**src/rtl/obstacle_pkg.sv**
```systemverilog
// Shared types and helpers for the obstacle echo ranger.
package obstacle_pkg;

    typedef enum logic [2:0] {
        StIdle,
        StTrig,
        StWaitRise,
        StMeasure,
        StReport,
        StHoldoff
    } ranger_state_t;

    // Channel index width, kept at least one bit so a single-channel build still has a port.
    function automatic int unsigned ch_w(input int unsigned n);
        return (n > 1) ? $clog2(n) : 1;
    endfunction

endpackage

```
**src/rtl/obstacle_hyst_filter.sv**
```systemverilog
// Debounced hysteresis for one channel's near flag: FILTER_N consecutive opposing hits toggle it.
module obstacle_hyst_filter #(
    parameter int unsigned FILTER_N = 2
) (
    input  logic clk,
    input  logic rst,
    input  logic update,
    input  logic near_hit,
    input  logic far_hit,
    output logic near
);

    logic [2:0] agree_q, agree_d;
    logic       near_q, near_d;
    logic       opposing;

    always_comb begin
        agree_d  = agree_q;
        near_d   = near_q;
        opposing = near_q ? far_hit : near_hit;
        if (update) begin
            // Agreeing and neutral results both break the streak.
            if (opposing) begin
                if (agree_q + 3'd1 >= 3'(FILTER_N)) begin
                    near_d  = ~near_q;
                    agree_d = '0;
                end else begin
                    agree_d = agree_q + 3'd1;
                end
            end else begin
                agree_d = '0;
            end
        end
    end

    always_ff @(posedge clk) begin
        if (rst) begin
            agree_q <= '0;
            near_q  <= 1'b0;
        end else begin
            agree_q <= agree_d;
            near_q  <= near_d;
        end
    end

    assign near = near_q;

endmodule

```
**src/rtl/obstacle_echo_ranger.sv**
```systemverilog
// Round-robin ultrasonic ranger: fires each sensor in turn, times its echo and
// feeds the result into a per-channel near/far hysteresis filter.
module obstacle_echo_ranger
    import obstacle_pkg::*;
#(
    parameter int unsigned NUM_CH         = 4,
    parameter int unsigned CNT_W          = 16,
    parameter int unsigned TRIG_CYCLES    = 10,
    parameter int unsigned TIMEOUT_CYCLES = 40000,
    parameter int unsigned HOLDOFF_CYCLES = 600,
    parameter int unsigned FILTER_N       = 2
) (
    input  logic                    clk,
    input  logic                    rst,
    input  logic                    en,
    input  logic [NUM_CH-1:0]       echo,
    input  logic [CNT_W-1:0]        thr_near,
    input  logic [CNT_W-1:0]        thr_far,
    output logic [NUM_CH-1:0]       trig,
    output logic [NUM_CH-1:0]       near,
    output logic                    range_valid,
    output logic [ch_w(NUM_CH)-1:0] range_ch,
    output logic [CNT_W-1:0]        range_value,
    output logic                    range_timeout
);

    localparam int unsigned CH_W    = ch_w(NUM_CH);
    localparam int unsigned TMR_MAX = (TRIG_CYCLES > HOLDOFF_CYCLES) ? TRIG_CYCLES
                                                                     : HOLDOFF_CYCLES;
    localparam int unsigned TMR_W   = $clog2(TMR_MAX + 1);

    localparam logic [TMR_W-1:0] TRIG_LAST    = TMR_W'(TRIG_CYCLES - 1);
    localparam logic [TMR_W-1:0] HOLD_LAST    = TMR_W'(HOLDOFF_CYCLES - 1);
    localparam logic [CNT_W-1:0] TIMEOUT_VAL  = CNT_W'(TIMEOUT_CYCLES);
    localparam logic [CNT_W-1:0] TIMEOUT_LAST = CNT_W'(TIMEOUT_CYCLES - 1);

    ranger_state_t     state_q, state_d;
    logic [CH_W-1:0]   ch_q, ch_d;
    logic [CNT_W-1:0]  cnt_q, cnt_d;
    logic [TMR_W-1:0]  tmr_q, tmr_d;
    logic [NUM_CH-1:0] trig_q, trig_d;
    logic [NUM_CH-1:0] echo_meta_q, echo_s_q;

    logic              range_valid_q;
    logic [CH_W-1:0]   range_ch_q;
    logic [CNT_W-1:0]  range_value_q;
    logic              range_timeout_q;

    logic              echo_sel;
    logic              report_go;
    logic [CNT_W-1:0]  res_value;
    logic              res_timeout;
    logic              res_near_hit;
    logic              res_far_hit;

    assign echo_sel = echo_s_q[ch_q];

    always_comb begin
        state_d     = state_q;
        ch_d        = ch_q;
        cnt_d       = cnt_q;
        tmr_d       = tmr_q;
        report_go   = 1'b0;
        res_value   = cnt_q;
        res_timeout = 1'b0;
        case (state_q)
            StIdle: begin
                if (en) begin
                    state_d = StTrig;
                    tmr_d   = '0;
                end
            end
            StTrig: begin
                if (tmr_q == TRIG_LAST) begin
                    state_d = StWaitRise;
                    cnt_d   = '0;
                end else begin
                    tmr_d = tmr_q + TMR_W'(1);
                end
            end
            StWaitRise: begin
                if (echo_sel) begin
                    state_d = StMeasure;
                    cnt_d   = CNT_W'(1);
                end else if (cnt_q == TIMEOUT_LAST) begin
                    report_go   = 1'b1;
                    res_value   = TIMEOUT_VAL;
                    res_timeout = 1'b1;
                end else begin
                    cnt_d = cnt_q + CNT_W'(1);
                end
            end
            StMeasure: begin
                if (!echo_sel) begin
                    report_go = 1'b1;
                end else if (cnt_q >= TIMEOUT_LAST) begin
                    // Echo would reach the limit this cycle: stop before the counter can wrap.
                    report_go   = 1'b1;
                    res_value   = TIMEOUT_VAL;
                    res_timeout = 1'b1;
                end else begin
                    cnt_d = cnt_q + CNT_W'(1);
                end
            end
            StReport: begin
                state_d = StHoldoff;
                tmr_d   = '0;
            end
            StHoldoff: begin
                if (tmr_q == HOLD_LAST) begin
                    ch_d    = (ch_q == CH_W'(NUM_CH - 1)) ? '0 : ch_q + CH_W'(1);
                    state_d = en ? StTrig : StIdle;
                    tmr_d   = '0;
                end else begin
                    tmr_d = tmr_q + TMR_W'(1);
                end
            end
            default: state_d = StIdle;
        endcase
        if (report_go) state_d = StReport;

        trig_d = '0;
        if (state_d == StTrig) trig_d[ch_d] = 1'b1;
    end

    // A timeout is always far, never near, whatever the thresholds are.
    assign res_near_hit = !res_timeout && (res_value < thr_near);
    assign res_far_hit  = res_timeout || (res_value >= thr_far);

    always_ff @(posedge clk) begin
        if (rst) begin
            state_q         <= StIdle;
            ch_q            <= '0;
            cnt_q           <= '0;
            tmr_q           <= '0;
            trig_q          <= '0;
            echo_meta_q     <= '0;
            echo_s_q        <= '0;
            range_valid_q   <= 1'b0;
            range_ch_q      <= '0;
            range_value_q   <= '0;
            range_timeout_q <= 1'b0;
        end else begin
            state_q       <= state_d;
            ch_q          <= ch_d;
            cnt_q         <= cnt_d;
            tmr_q         <= tmr_d;
            trig_q        <= trig_d;
            echo_meta_q   <= echo;
            echo_s_q      <= echo_meta_q;
            range_valid_q <= report_go;
            if (report_go) begin
                range_ch_q      <= ch_q;
                range_value_q   <= res_value;
                range_timeout_q <= res_timeout;
            end
        end
    end

    for (genvar i = 0; i < NUM_CH; i++) begin : g_filter
        obstacle_hyst_filter #(
            .FILTER_N(FILTER_N)
        ) u_filter (
            .clk     (clk),
            .rst     (rst),
            .update  (report_go && (ch_q == CH_W'(i))),
            .near_hit(res_near_hit),
            .far_hit (res_far_hit),
            .near    (near[i])
        );
    end

    assign trig          = trig_q;
    assign range_valid   = range_valid_q;
    assign range_ch      = range_ch_q;
    assign range_value   = range_value_q;
    assign range_timeout = range_timeout_q;

endmodule
```
**config.mk**
```make
export PLATFORM = sky130hd
export DESIGN_NAME = obstacle_echo_ranger
export DESIGN_NICKNAME = d
export VERILOG_FILES = /design/src/rtl/obstacle_pkg.sv /design/src/rtl/obstacle_hyst_filter.sv /design/src/rtl/obstacle_echo_ranger.sv
export SDC_FILE = /design/constraint.sdc
export NUM_CORES = 1
export LEC_CHECK = 0
export BUFFER_PORTS_ARGS = -buffer_cell sky130_fd_sc_hd__buf_2
export CORE_MARGIN = 2
export CORE_UTILIZATION = 50
export DETAILED_ROUTE_END_ITERATION = 16
export HOLD_SLACK_MARGIN = 0.02
export PLACE_DENSITY = 0.73
export SETUP_SLACK_MARGIN = 0.02
export SLEW_MARGIN = 10
export SYNTH_ARGS = -nofsm -noshare
export SYNTH_HDL_FRONTEND = slang
export SYNTH_SLANG_ARGS = --single-unit
```
**constraint.sdc**
```tcl
create_clock -name clk -period 4.89 [get_ports clk]
set_clock_uncertainty 0.2 [all_clocks]
set_input_delay 0.2445 -clock clk [delete_from_list [all_inputs] [get_ports clk]]
set_output_delay 0.2445 -clock clk [all_outputs]
set_load 0.05 [all_outputs]
```
# Yosys cells after proc, flatten, opt, wreduce, memory -nomap -nowiden
# Index checks and enable logic that the tools add are counted.
[word_totals]
ramBits = 0
mem_bits_ro = 0
register_bits = 79
wordCells = 126
n_memories = 0
latchBits = 0
[classes]
n_mul = 0
bitwise = 5
n_eq_ne = 18
n_shift = 0
n_reduce_logical = 19
magnitude_cmp = 10
n_addsub = 7
div_mod_pow = 0
n_mux = 48
[op_table]
columns = ["operator", "count"]
rows = [
  ["2-to-1 mux 16 bit", 9],
  ["one-hot mux 16 bit (3 select lines)", 1],
  ["one-hot mux 10 bit (4 select lines)", 1],
  ["2-to-1 mux 3 bit", 13],
  ["one-hot mux 16 bit (2 select lines)", 1],
  ["2-to-1 mux 10 bit", 3],
  ["one-hot mux 3 bit (6 select lines)", 1],
  ["adder 16 x 1 -> 16 bit (second input constant)", 1],
  ["equality test 16 bit (second input constant)", 1],
  ["greater-or-equal comparator 16 bit", 1],
  ["greater-or-equal comparator 16 bit (second input constant)", 1],
  ["less-than comparator 16 bit", 1],
  ["AND reduction 3 bit", 5],
  ["adder 3 x 1 -> 3 bit (second input constant)", 4],
  ["greater-or-equal comparator 3 x 2 -> 1 bit (second input constant)", 4],
  ["2-to-1 mux 1 bit", 12],
  ["adder 10 x 1 -> 10 bit (second input constant)", 1],
  ["equality test 10 bit (second input constant)", 1],
  ["equality test 10 x 4 -> 1 bit (second input constant)", 1],
  ["inequality test 2 bit (second input constant)", 5],
  ["equality test 3 x 1 -> 1 bit (second input constant)", 2],
  ["equality test 3 x 2 -> 1 bit (second input constant)", 2],
  ["equality test 3 bit (second input constant)", 2],
  ["logical AND 1 bit", 6],
  ["19 further kinds", 28],
]

# Logic depth before layout (Yosys ltp)
# Gate-level depths: netlist of run 1.
[logic_depth]
depth_word = 8
depth_mapped = 16
ltp_nobuf = 14

# Modules after synthesis
# From an unflattened synthesis of run 1, not the netlist that was laid out.
[unflattened]
hier_cells = 522
hier_area_um2 = 4658.2
[by_module_without_submodules]
columns = ["module", "seq_area_each_um2", "instances", "cells_each", "area_per_inst_um2"]
rows = [
  ["obstacle_echo_ranger", 1261.2, 1, 434, 3822.4],
  ["obstacle_hyst_filter", 80.1, 4, 22, 209.0],
]

# Worst setup path before layout of run 1
# Ideal clock, no wire load.
[synth_path]
path_kind = "register -> register"
from = "register ch_q[0]"
to = "register g_filter[1].u_filter.near_q"
stages_incl_launch_ff = 16
path_buffers = 2
path_slack_ps = 736
setup_time_ps = 71
period_less_slack_ps = 4154
t_arrival_ps = 3883
path_cell_list = "dfxtp_1 mux4_2 or2_1 or4b_1 buf_6 a21o_4 buf_6 and2_4 ha_1 a21o_1 a211o_1 a41oi_1 o31a_1 o211ai_4 a41oi_1 o2bb2ai_1"
[synth_via]
elab_chain_cells = 8
word_cells_on_any_way = 19
classes_between = "order compare (2); eq/ne (1); mux (11); reduce/logical (5)"
[synth_lines]
columns = ["element", "line", "text"]
rows = [
  ["from (decl)", "obstacle_echo_ranger.sv:38", "logic [CH_W-1:0] ch_q, ch_d;"],
  ["from (signal assigned)", "obstacle_echo_ranger.sv:145", "ch_q <= ch_d;"],
  ["binary-select mux 1 bit (select 2 bit) *", "obstacle_echo_ranger.sv:56", "assign echo_sel = echo_s_q[ch_q];"],
  ["2-to-1 mux 1 bit (not written as such) *", "obstacle_echo_ranger.sv:56", ""],
  ["2-to-1 mux 16 bit, on equally long branches", "obstacle_echo_ranger.sv:94, obstacle_echo_ranger.sv:82", ""],
  ["one-hot mux 16 bit (2 select lines) *", "obstacle_echo_ranger.sv:66", "case (state_q)"],
  ["net res_value[4]", "obstacle_echo_ranger.sv:51", "logic [CNT_W-1:0] res_value;"],
  ["less-than comparator 16 bit or greater-or-equal comparator 16 bit (tied branches)", "obstacle_echo_ranger.sv:127, obstacle_echo_ranger.sv:128", ""],
  ["logical AND 1 bit or logical OR 1 bit (tied branches)", "obstacle_echo_ranger.sv:127, obstacle_echo_ranger.sv:128", ""],
  ["2-to-1 mux 1 bit *", "obstacle_hyst_filter.sv:20", "opposing = near_q ? far_hit : near_hit;"],
  ["AND reduction 3 bit (no source line) *", "--", ""],
  ["to (signal assigned)", "obstacle_hyst_filter.sv:42", "near_q <= near_d;"],
  ["to (decl)", "obstacle_hyst_filter.sv:14", "logic near_q, near_d;"],
]
# The timed path passes the listed nets; every way through them passes the cells marked *. The select of a mux whose other input is x is not followed.
# A chain may end at the register's enable or synchronous reset.

# Worst setup path in the final report of run 1
[layout_path]
from = "register ch_q[0]"
to = "register g_filter[0].u_filter.near_q"
[layout_via]
elab_chain_cells = 8
word_cells_on_any_way = 19
classes_between = "order compare (2); mux (11); reduce/logical (6)"
[layout_lines]
columns = ["element", "line"]
rows = [
  ["binary-select mux 1 bit (select 2 bit) *", "obstacle_echo_ranger.sv:56"],
  ["2-to-1 mux 1 bit (not written as such) *", "obstacle_echo_ranger.sv:56"],
  ["2-to-1 mux 16 bit, on equally long branches", "obstacle_echo_ranger.sv:94, obstacle_echo_ranger.sv:82"],
  ["one-hot mux 16 bit (2 select lines) *", "obstacle_echo_ranger.sv:66"],
  ["net res_value[8]", "obstacle_echo_ranger.sv:51"],
  ["less-than comparator 16 bit or greater-or-equal comparator 16 bit (tied branches)", "obstacle_echo_ranger.sv:127, obstacle_echo_ranger.sv:128"],
  ["logical AND 1 bit or logical OR 1 bit (tied branches)", "obstacle_echo_ranger.sv:127, obstacle_echo_ranger.sv:128"],
  ["2-to-1 mux 1 bit *", "obstacle_hyst_filter.sv:20"],
  ["AND reduction 3 bit (no source line) *", "--"],
  ["to (signal assigned)", "obstacle_hyst_filter.sv:42"],
  ["to (decl)", "obstacle_hyst_filter.sv:14"],
]
# Marked as above.

==> results of run 1 <==
metrics by stage:
| step | util [%] | total power [mW] | setup slack [ns] | hold WS, ns | instance area, um^2 |
|---|---|---|---|---|---|
| after global routing | 58.20 | 1.220 | 0.1715 | 0.2389 | 5051 |
| after detailed placement | 55.59 | 0.7437 | 0.4037 | 0.2313 | 4825 |
| final | 58.20 | 1.176 | 0.5063 | 0.2286 | 5051 |
| after global placement | 55.59 | 0.7414 | 0.5361 | 0.2171 | 4825 |
| after floorplan | - | 0.7152 | 0.7357 | 0.1727 | 4469 |
| after CTS | 58.07 | 1.187 | 0.3979 | 0.2243 | 5040 |
state kept, by name, summed over array words and instances (netlist names):
register                   flops
g_filter.u_filter.near         4
range_ch                       2
range_value                   16
cnt_q                         16
g_filter.u_filter.agree_q     12
echo_meta_q                    4
state_q                        3
tmr_q                         10
range_valid                    1
ch_q                           2
range_timeout                  1
echo_s_q                       4
trig                           4
cells by family after synthesis:
logic type | Yosys count
adders and majority gates | 46
buffers and inverters | 65
and+or+nand+nor | 207
DFF | 79
xor gates and xnor gates | 15
AOI/OAI and AO/OA | 115
muxes | 4
critical path, cell delays in order (launching register included):
cell and delay, ns:
dfxtp_1 0.48, mux4_2 0.58, or2_1 0.24, or4b_4 0.61, a21o_4 0.33, and2_1 0.21, ha_1 0.18, a211oi_1 0.24
nor2_1 0.09, nor3_1 0.13, o21ai_0 0.11, o211ai_1 0.23, nand3_1 0.25, o41ai_1 0.37
timing repair:
| action | in CTS | in global routing |
|---|---|---|
| endpoints found under the setup margin | 0 | 1 |
| gates resized for setup | 0 | 2 |
| hold buffers | 4 | 0 |
| endpoints found under the hold margin | 4 | 0 |
cells in the final DEF, fill, tap and decap left out, types with 3 or more instances in the layout:
cell           Yosys  layout
o41ai_1            3       3
inv_1             43      43
clkinv_2           0       4
buf_2              4      66
nor2b_1           12      12
a2111oi_0          4       4
a32oi_1            4       4
and2_1            12      12
xor2_1             9       9
ha_1              46      46
nand4_1           16      16
nor4b_1            3       3
a21oi_1           45      45
a41o_1             3       3
nand2_1           59      59
nand3_1           15      15
dfxtp_1           79      79
and2_4             6       6
xnor2_1            6       6
or3_1             15      15
nand2b_1           4       4
and3_1             4       4
clkbuf_8           0      11
a21o_1             5       5
dlygate4sd3_1      0       4
nand3b_1           5       5
o21ai_0           22      22
o2bb2ai_1          5       5
nor3_1             4       4
nor2_1            40      40
area by class of cell:
| type | count | share of cell area (%) |
|---|---|---|
| flip-flops and latches | 79 | 31.31 |
| inverters | 43 | 3.195 |
| clock buffers | 12 | 3.072 |
| well taps | 108 | 2.675 |
| repair buffers | 72 | 7.629 |
| multi-input cells | 387 | 51.72 |
| clock inverters | 4 | 0.3963 |
how the worst min path moves through the flow:
stage / end / slack [ns] / depth (start not counted)
detailed placement: echo_s_q[1]$_SDFF_PP0_ / 0.23 / 1
finish: range_valid$_SDFF_PP0_ / 0.23 / 3
CTS: range_valid$_SDFF_PP0_ / 0.22 / 3
global placement: echo_s_q[1]$_SDFF_PP0_ / 0.22 / 1
global route: range_valid$_SDFF_PP0_ / 0.24 / 3
floorplan: echo_meta_q[0]$_SDFF_PP0_ / 0.17 / 1
synthesized netlist by cell type (3+ instances only):
| master | number | share of area (%) |
|---|---|---|
| nand3b_1 | 5 | 0.84 |
| nor2b_1 | 12 | 1.7 |
| buf_4 | 4 | 0.67 |
| and3_1 | 4 | 0.56 |
| and2_1 | 12 | 1.7 |
| o2bb2ai_1 | 5 | 0.98 |
| buf_2 | 4 | 0.45 |
| clkbuf_1 | 11 | 0.92 |
| nand2_1 | 59 | 5.0 |
| a21oi_1 | 45 | 5.0 |
| nor3_1 | 4 | 0.45 |
| nand3_1 | 15 | 1.7 |
| inv_1 | 43 | 3.6 |
| dfxtp_1 | 79 | 35 |
| o21ai_0 | 22 | 2.5 |
| nand4_1 | 16 | 2.2 |
| o41ai_1 | 3 | 0.59 |
| and2_4 | 6 | 1.2 |
| nand2b_1 | 4 | 0.56 |
| xnor2_1 | 6 | 1.2 |
| a2111oi_0 | 4 | 0.78 |
| buf_6 | 3 | 0.76 |
| nor4b_1 | 3 | 0.59 |
| a41o_1 | 3 | 0.67 |
| ha_1 | 46 | 13 |
| or3_1 | 15 | 2.1 |
| a32oi_1 | 4 | 0.78 |
| a21o_1 | 5 | 0.84 |
| nor2_1 | 40 | 3.4 |
| xor2_1 | 9 | 1.8 |
power groups by stage:
stage	clock network, mW	registers [mW]	logic [mW]
after floorplan	0	0.671	0.0446
after global placement	0	0.669	0.0722
after detailed placement	0	0.670	0.0739
after CTS	0.456	0.654	0.0767
after global routing	0.478	0.655	0.0871
final	0.445	0.655	0.0763
per-layer routing:
layer / GRT usage [%] / vias to the layer above / routed length [um]
met5: 0 / - / 0
met4: 9.168 / 0 / 226
met3: 4.043 / 19 / 551
met2: 33.65 / 116 / 4459
met1: 27.84 / 1810 / 4753
li1: - / 1987 / -
==> metrics.txt, run 1 <==
vias in the first global route=3,686; FF/Latch Area=0.001582 mm^2; Period minus WS final=4.384 ns; GRT overflow=0; Crit path arrival time=4.43 ns; Placed Cells=685; CTS clk-pin slew, worst paths=0.08 ns; main combinational cell family by area after synthesis=simple AND/OR/NAND/NOR gates; worst slew pin tran=1.075 ns; Top FF cell, synth=dfxtp_1; fill cell total of the finished layout=808; register-to-register setup slack=0.51 ns; via count=3,932; global-route wire length before repair=16,860 um; Post-synth EDFFs=0; reg-to-reg endpoint=g_filter[0].u_filter.near$_SDFFE_PP0P_; synth unique cells=58; period utilization=89.65%; ys async rst share=0%; routability congestion estimate=0.8011; Pint=0.8916 mW; global router's overall resource usage=21.06%; area delta synth->final=13.02%; reg-to-reg critical path startpoint=ch_q[0]$_SDFF_PP0_; Num Clock Sinks=79; element type at the critical path end=flip-flop; register bit count reported by yosys=79; critical path type=reg2reg; adder-cell share of the synthesized area=12.88%; post-route setup TNS=0 ns; RSZ-0062 raised after global routing=false; Setup crit start=ch_q[0]$_SDFF_PP0_; share of cells above drive strength 1=16.75%; share of power burned in registers=55.7%; Clk Latency, worst-skew pair=0.36 ns; post-synthesis simple-gate area fraction=24.05%; initial core utilization=51.50%; die height=98.55 um; Leak=2.230 nW; Sw Ratio=24.16%; Reg2Reg Depth=13; core footprint=0.008678 mm^2; startpoint of the worst hold path=rst; nets@finish=677; Setup violations, final=0; die area=0.009711 mm^2; initial antenna violation count=0; Ys Warns=0; largest net degree at the start of global routing=44; Synth Cell Area=0.004469 mm^2; Critical Path Source Type=flip-flop; multiplexer area fraction after synthesis=1.204%; Combinational Power Share=6.5%; I/O pins=67; Hold Vio Cnt, Final=0; drt first pass iters=5; htree depth=3; Post-Synth XOR/XNOR Area=2.940%; status=complete, no violations; postcts setup bufs=0; Mapped Cells=531; Detail Route Antenna Nets=0; MaxCap Viol Count=0; clock root buffer=clkbuf_8; DR DRC count=0; worst-path fanout max=18; Synth Area in Compound Gates=17.13%; Worst Hold Class=in2reg; DR vias/cell=5.577; Net Switching=0.2841 mW; sequential fraction of the synthesis area=35.39%; die width=98.55 um; Iteration-0 DRC Markers=256; CTS tree=done; fin. max-slew vios=0; Routed WL=9991 um; Max VDD drop=0.1650 mV; wire per inst=14.17 um; multi-input logic area=0.002613 mm^2; PD cells=232.8 mW/mm^2; Rel. slew slack=27.83%; syn_nets=616; fmax=228.1 MHz; CTS buffer count=9; number of diodes=0; clock network fraction of total power=37.8%; maximum root-to-sink buffer count=2; IO Port Bufs=66; non-filler cells, final=705; critical path data required time=4.94 ns; crit path to=g_filter[0].u_filter.near$_SDFFE_PP0P_; syn_area_per_cell=8.417 um^2; final HPWL from detailed placement=7237 um; Core Rows=34
Note: power is estimated with default switching activity, not from simulation.
==> run 2, diff against run 1 <==
--- a/config.mk
+++ b/config.mk
@@ -10,2 +10,3 @@
 export CORE_UTILIZATION = 50
+export CTS_CLUSTER_SIZE = 14
 export DETAILED_ROUTE_END_ITERATION = 16
==> constraint.sdc (replaced) <==
create_clock -name clk -period 4.89 [get_ports clk]
set_clock_uncertainty 0.2 [all_clocks]
set_input_delay 0.978 -clock clk [delete_from_list [all_inputs] [get_ports clk]]
set_output_delay 0.978 -clock clk [all_outputs]
set_load 0.05 [all_outputs]
==> metrics.txt, run 2 (synthesis results as in run 1) <==
status=complete, no violations (unchanged); top sig layer=met4 (unchanged); post-route setup TNS=0 ns (unchanged); Num Clock Sinks=79 (unchanged); met3 routed WL=604 um (was 551 um); DR vias/cell=5.573 (was 5.577); critical path data required time=4.93 ns (was 4.94 ns); overall power=1.195 mW (was 1.176 mW); Crit path arrival time=4.57 ns (was 4.43 ns); fill cell total of the finished layout=828 (was 808); Leak=2.205 nW (was 2.230 nW); DP Worst Slack=0.3709 ns (was 0.4037 ns); clock root buffer=clkbuf_8 (unchanged); number of diodes=0 (unchanged); I/O pins=67 (unchanged); clock network fraction of total power=39.0% (was 37.8%); routability congestion estimate=0.8016 (was 0.8011); via count=3,901 (was 3,932); Setup violations, final=0 (unchanged); die area=0.009711 mm^2 (unchanged); Sw Ratio=23.60% (was 24.16%); maximum root-to-sink buffer count=2 (unchanged); final HPWL from detailed placement=7363 um (was 7237 um); multi-input logic area=0.002601 mm^2 (was 0.002613 mm^2); Critical Path Source Type=flip-flop (unchanged); MaxCap Viol Count=0 (unchanged); global-route wire length before repair=16,680 um (was 16,860 um); highest-count cells in the layout ignoring fill and taps=79 x dfxtp_1, 66 x buf_2, 59 x nand2_1 (unchanged); Worst Hold Class=reg2reg (was in2reg); WHS=0.2397 ns (was 0.2286 ns); leading cell type in the layout, fill and taps excluded=dfxtp_1 (unchanged); Max VDD drop=0.1453 mV (was 0.1650 mV); Routed WL=9958 um (was 9991 um); post-route cell area=0.005004 mm^2 (was 0.005051 mm^2); worst slew pin tran=1.112 ns (was 1.075 ns); area delta synth->final=11.95% (was 13.02%); RSZ-0062 raised after global routing=false (unchanged); vias in the first global route=3,695 (was 3,686); CTS tree=done (unchanged); fin. max-slew vios=0 (unchanged); Final WS setup=0.3641 ns (was 0.5063 ns); wire length on met2=4489 um (was 4459 um); initial antenna violation count=0 (unchanged); die height=98.55 um (unchanged); Combinational Power Share=6.3% (was 6.5%); Hold Vio Cnt, Final=0 (unchanged); Rel. slew slack=25.35% (was 27.83%); share of cells above drive strength 1=16.39% (was 16.75%); period utilization=92.55% (was 89.65%); Reg2Reg Depth=13 (unchanged); Detail Route Antenna Nets=0 (unchanged); number of hold buffers added after CTS=0 (was 4); GRT overflow=0 (unchanged); PostCTS Resize Cnt=0 (unchanged); Period minus WS final=4.526 ns (was 4.384 ns); Clk Latency, worst-skew pair=0.35 ns (was 0.36 ns); fmax=221.0 MHz (was 228.1 MHz); CTS buffer count=9 (unchanged); PD cells=238.7 mW/mm^2 (was 232.8 mW/mm^2); die width=98.55 um (unchanged); core footprint=0.008678 mm^2 (unchanged); htree depth=3 (unchanged); Metal-1 WL=4674 um (was 4753 um); Net Switching=0.2820 mW (was 0.2841 mW); FF/Latch Area=0.001582 mm^2 (unchanged); placed inst area=0.004825 mm^2 (unchanged); IO Port Bufs=66 (unchanged); share of power burned in registers=54.8% (was 55.7%); drt first pass iters=4 (was 5); global router's overall resource usage=20.77% (was 21.06%); wire per inst=14.23 um (was 14.17 um); Iteration-0 DRC Markers=163 (was 256); initial core utilization=51.50% (unchanged); postcts setup bufs=0 (unchanged); CTS clk-pin slew, worst paths=0.08 ns (about the same); Hold Crit Depth=1 (was 3); Core Rows=34 (unchanged); element type at the critical path end=flip-flop (unchanged); nets@finish=673 (was 677); worst-path fanout max=18 (unchanged); critical path type=reg2reg (unchanged); Pint=0.9125 mW (was 0.8916 mW); DR DRC count=0 (unchanged); largest net degree at the start of global routing=43 (was 44)
[run 2: changes by cell type in the layout (fill, tap and decap cells not counted), sizes merged]
| cell | before | now |
|---|---|---|
| bufinv | 0 | 1 |
| dlygate4sd3 | 4 | 0 |
| clkinvlp | 0 | 1 |
| clkbuf | 12 | 11 |
| clkinv | 4 | 2 |
[run 2: through the flow]
step	util, %	cells
detailed placement	55.59	685
floorplan	-	531
finish	57.66	700
CTS	57.66	700
global placement	55.59	685
global route	57.66	700
[run 2: area by class of cell]
type                            count  area share [%]
Multi-Input combinational cell    387           51.99
Sequential cell                    79           31.61
Timing Repair Buffer               68           6.902
Inverter                           43           3.226
Tap cell                          108           2.701
Clock buffer                       11           2.626
Clock inverter                      4          0.9502
[run 2: worst paths after layout]
kind / start / end / slack [ns]
setup / recovery: ch_q[0]$_SDFF_PP0_ / g_filter[0].u_filter.agree_q[0]$_SDFFE_PP0P_ / 0.36
hold / removal: echo_meta_q[2]$_SDFF_PP0_ / echo_s_q[2]$_SDFF_PP0_ / 0.24
setup reg to reg: ch_q[0]$_SDFF_PP0_ / g_filter[0].u_filter.agree_q[0]$_SDFFE_PP0P_ / 0.36
hold reg to reg: echo_meta_q[2]$_SDFF_PP0_ / echo_s_q[2]$_SDFF_PP0_ / 0.24
[run 2: metal layers]
layer	up-vias	track usage [%]
met5	-	0
met4	0	9.484
met3	15	3.333
met2	114	34.12
met1	1806	26.92
li1	1966	-
[run 2: power by group through the flow]
stage | combinational, mW | clock, mW | sequential [mW]
floorplan | 0.0446 | 0 | 0.671
detailed placement | 0.0746 | 0 | 0.670
global placement | 0.0721 | 0 | 0.669
global route | 0.0851 | 0.496 | 0.655
finish | 0.0747 | 0.465 | 0.655
CTS | 0.0750 | 0.472 | 0.654
[run 2: worst max-delay path, cell delays in order (launching register included)]
cell       delay, ns
dfxtp_1         0.49
mux4_2          0.58
or2_1           0.24
or4b_1          0.70
a21o_4          0.37
and2_4          0.19
ha_1            0.28
a21o_1          0.17
a211o_1         0.29
a41oi_1         0.19
o31a_1          0.21
o211ai_4        0.15
a32oi_1         0.28
o2bb2ai_1       0.08
==> run 3, diff against run 2 <==
- CAP_MARGIN: unset -> 20
- GPL_TIMING_DRIVEN: unset -> 0
==> metrics.txt, run 3 (synthesis results as in run 1) <==
global router's overall resource usage=21.67% (was 20.77%); GRT overflow=0 (unchanged); Slowest-stage cell, CP=mux4_2 (was or4b_1); Period minus WS final=4.615 ns (was 4.526 ns); CTS clk-pin slew, worst paths=0.08 ns (about the same); RSZ-0062 raised after global routing=false (unchanged); wire per inst=14.21 um (was 14.23 um); die area=0.009711 mm^2 (unchanged); Core Rows=34 (unchanged); htree depth=3 (unchanged); postcts setup bufs=0 (unchanged); worst slew pin tran=0.7332 ns (was 1.112 ns); Top cell by count, worst path=buf_6; slowest stage delay, CP=0.60 ns (was 0.70 ns); fin. max-slew vios=0 (unchanged); die height=98.55 um (unchanged); number of hold buffers added after CTS=0 (unchanged); Hold Vio Cnt, Final=0 (unchanged); core footprint=0.008678 mm^2 (unchanged); Setup violations, final=0 (unchanged); area delta synth->final=15.43% (was 11.95%); crit-path cells=mux4_2 -> or2_1 -> or4b_1 -> buf_6 -> a21o_4 -> buf_6 -> and2_4 -> ha_1 -> a21o_1 -> a211o_1 -> a41oi_1 -> o31a_1 -> o211ai_4 -> a32oi_1 -> o2bb2ai_1 (was mux4_2 -> or2_1 -> or4b_1 -> a21o_4 -> and2_4 -> ha_1 -> a21o_1 -> a211o_1 -> a41oi_1 -> o31a_1 -> o211ai_4 -> a32oi_1 -> o2bb2ai_1); final HPWL from detailed placement=7992 um (was 7363 um); fmax=216.7 MHz (was 221.0 MHz); initial core utilization=51.50% (unchanged); MaxCap Viol Count=0 (unchanged); Clk Latency, worst-skew pair=0.35 ns (about the same); leading cell type in the layout, fill and taps excluded=dfxtp_1 (unchanged); largest net degree at the start of global routing=13 (was 43); Combinational Power Share=6.0% (was 6.3%); Util after Layout=59.44% (was 57.66%); DR vias/cell=5.564 (was 5.573); nets@finish=693 (was 673); critical path type=reg2reg (unchanged); DR DRC count=0 (unchanged); vias in the first global route=3,849 (was 3,695); fill cell total of the finished layout=789 (was 828); drt first pass iters=5 (was 4); via count=4,012 (was 3,901); Worst Hold Class=reg2reg (unchanged); Routed WL=10,250 um (was 9958 um); clock network fraction of total power=42.8% (was 39.0%); period utilization=94.37% (was 92.55%); worst-path fanout max=10 (was 18); number of diodes=0 (unchanged); maximum root-to-sink buffer count=2 (unchanged); Num Clock Sinks=79 (unchanged); Detail Route Antenna Nets=0 (unchanged); critical path data required time=4.93 ns (about the same); Critical Path Source Type=flip-flop (unchanged); PD cells=247.5 mW/mm^2 (was 238.7 mW/mm^2); share of power burned in registers=51.2% (was 54.8%); multi-input logic area=0.002601 mm^2 (unchanged); Sw Ratio=21.93% (was 23.60%); clock root buffer=clkbuf_8 (unchanged); IO Port Bufs=66 (unchanged); Crit path arrival time=4.65 ns (was 4.57 ns); global-route wire length before repair=17,370 um (was 16,680 um); Max VDD drop=0.2005 mV (was 0.1453 mV); die width=98.55 um (unchanged); element type at the critical path end=flip-flop (unchanged); share of cells above drive strength 1=17.46% (was 16.39%); Iteration-0 DRC Markers=173 (was 163); PostCTS Resize Cnt=0 (unchanged); Rel. slew slack=50.79% (was 25.35%); highest-count cells in the layout ignoring fill and taps=79 x dfxtp_1, 70 x buf_2, 59 x nand2_1 (was 79 x dfxtp_1, 66 x buf_2, 59 x nand2_1); post-route setup TNS=0 ns (unchanged); I/O pins=67 (unchanged); Pint=0.9967 mW (was 0.9125 mW); initial antenna violation count=0 (unchanged); FF/Latch Area=0.001582 mm^2 (unchanged); CTS tree=done (unchanged); CTS buffer count=9 (unchanged); status=complete, no violations (unchanged); Net Switching=0.2800 mW (was 0.2820 mW); Leak=2.291 nW (was 2.205 nW); routability congestion estimate=0.8614 (was 0.8016)
-- run 3: cell types whose count changed in the layout (fill, tap and decap cells not counted), moves of 2 or more --
cell,previous run,this run
clkbuf_1,2,13
buf_2,66,70
buf_6,0,3
buf_4,2,4
clkbuf_8,9,11
-- run 3: area by class of cell --
class / count / area share [%]
inverters: 43 / 3.129
multi-input cells: 387 / 50.42
plain buffers: 22 / 2.425
well taps: 108 / 2.619
clock buffers: 13 / 3.080
repair buffers: 66 / 6.403
clock inverters: 3 / 1.261
flip-flops and latches: 79 / 30.66
-- run 3: power groups by stage --
| stage | sequential, mW | combinational (mW) | clock [mW] |
|---|---|---|---|
| floorplan | 0.671 | 0.0446 | 0 |
| global placement | 0.669 | 0.0731 | 0 |
| detailed placement | 0.669 | 0.0759 | 0 |
| CTS | 0.654 | 0.0763 | 0.553 |
| global route | 0.655 | 0.0857 | 0.580 |
| finish | 0.654 | 0.0763 | 0.546 |
-- run 3: path summary, 6_finish.rpt --
check        cells after the start  slack (ns)                                            to                      start
min reg2reg                      1        0.24                        echo_s_q[2]$_SDFF_PP0_  echo_meta_q[2]$_SDFF_PP0_
max                             15        0.28  g_filter[0].u_filter.agree_q[0]$_SDFFE_PP0P_         ch_q[0]$_SDFF_PP0_
max reg2reg                     15        0.28  g_filter[0].u_filter.agree_q[0]$_SDFFE_PP0P_         ch_q[0]$_SDFF_PP0_
min                              1        0.24                        echo_s_q[2]$_SDFF_PP0_  echo_meta_q[2]$_SDFF_PP0_
-- run 3: worst max-delay path, delay by kind of cell (launching register included) --
| family | cells | cell delay, ns |
|---|---|---|
| compound gates | 8 | 1.67 |
| fa+ha+maj | 1 | 0.28 |
| buf+inv | 2 | 0.32 |
| flops | 1 | 0.49 |
| mux | 1 | 0.60 |
| simple gates | 3 | 0.94 |
-- run 3: metrics by stage --
stage | hold slack (ns) | cells | total power, mW | worst slack (ns) | instance area (um^2)
2_1_floorplan | 0.2138 | 531 | 0.7152 | 0.7357 | 4469
5_1_grt | 0.2554 | 721 | 1.320 | 0.04211 | 5159
4_1_cts | 0.2456 | 721 | 1.283 | 0.2292 | 5159
3_5_place_dp | 0.2268 | 705 | 0.7453 | 0.2526 | 4935
6_report | 0.2413 | 721 | 1.277 | 0.2752 | 5159
3_3_place_gp | 0.2179 | 705 | 0.7423 | 0.3226 | 4935
-- run 3: layer usage --
metal / track usage (%) / vias up / share of wire, %
met2: 37.00 / 105 / 47
li1: - / 2027 / -
met3: 3.262 / 19 / 5.2
met5: 0 / - / 0
met1: 27.68 / 1861 / 46
met4: 8.325 / 0 / 1.8
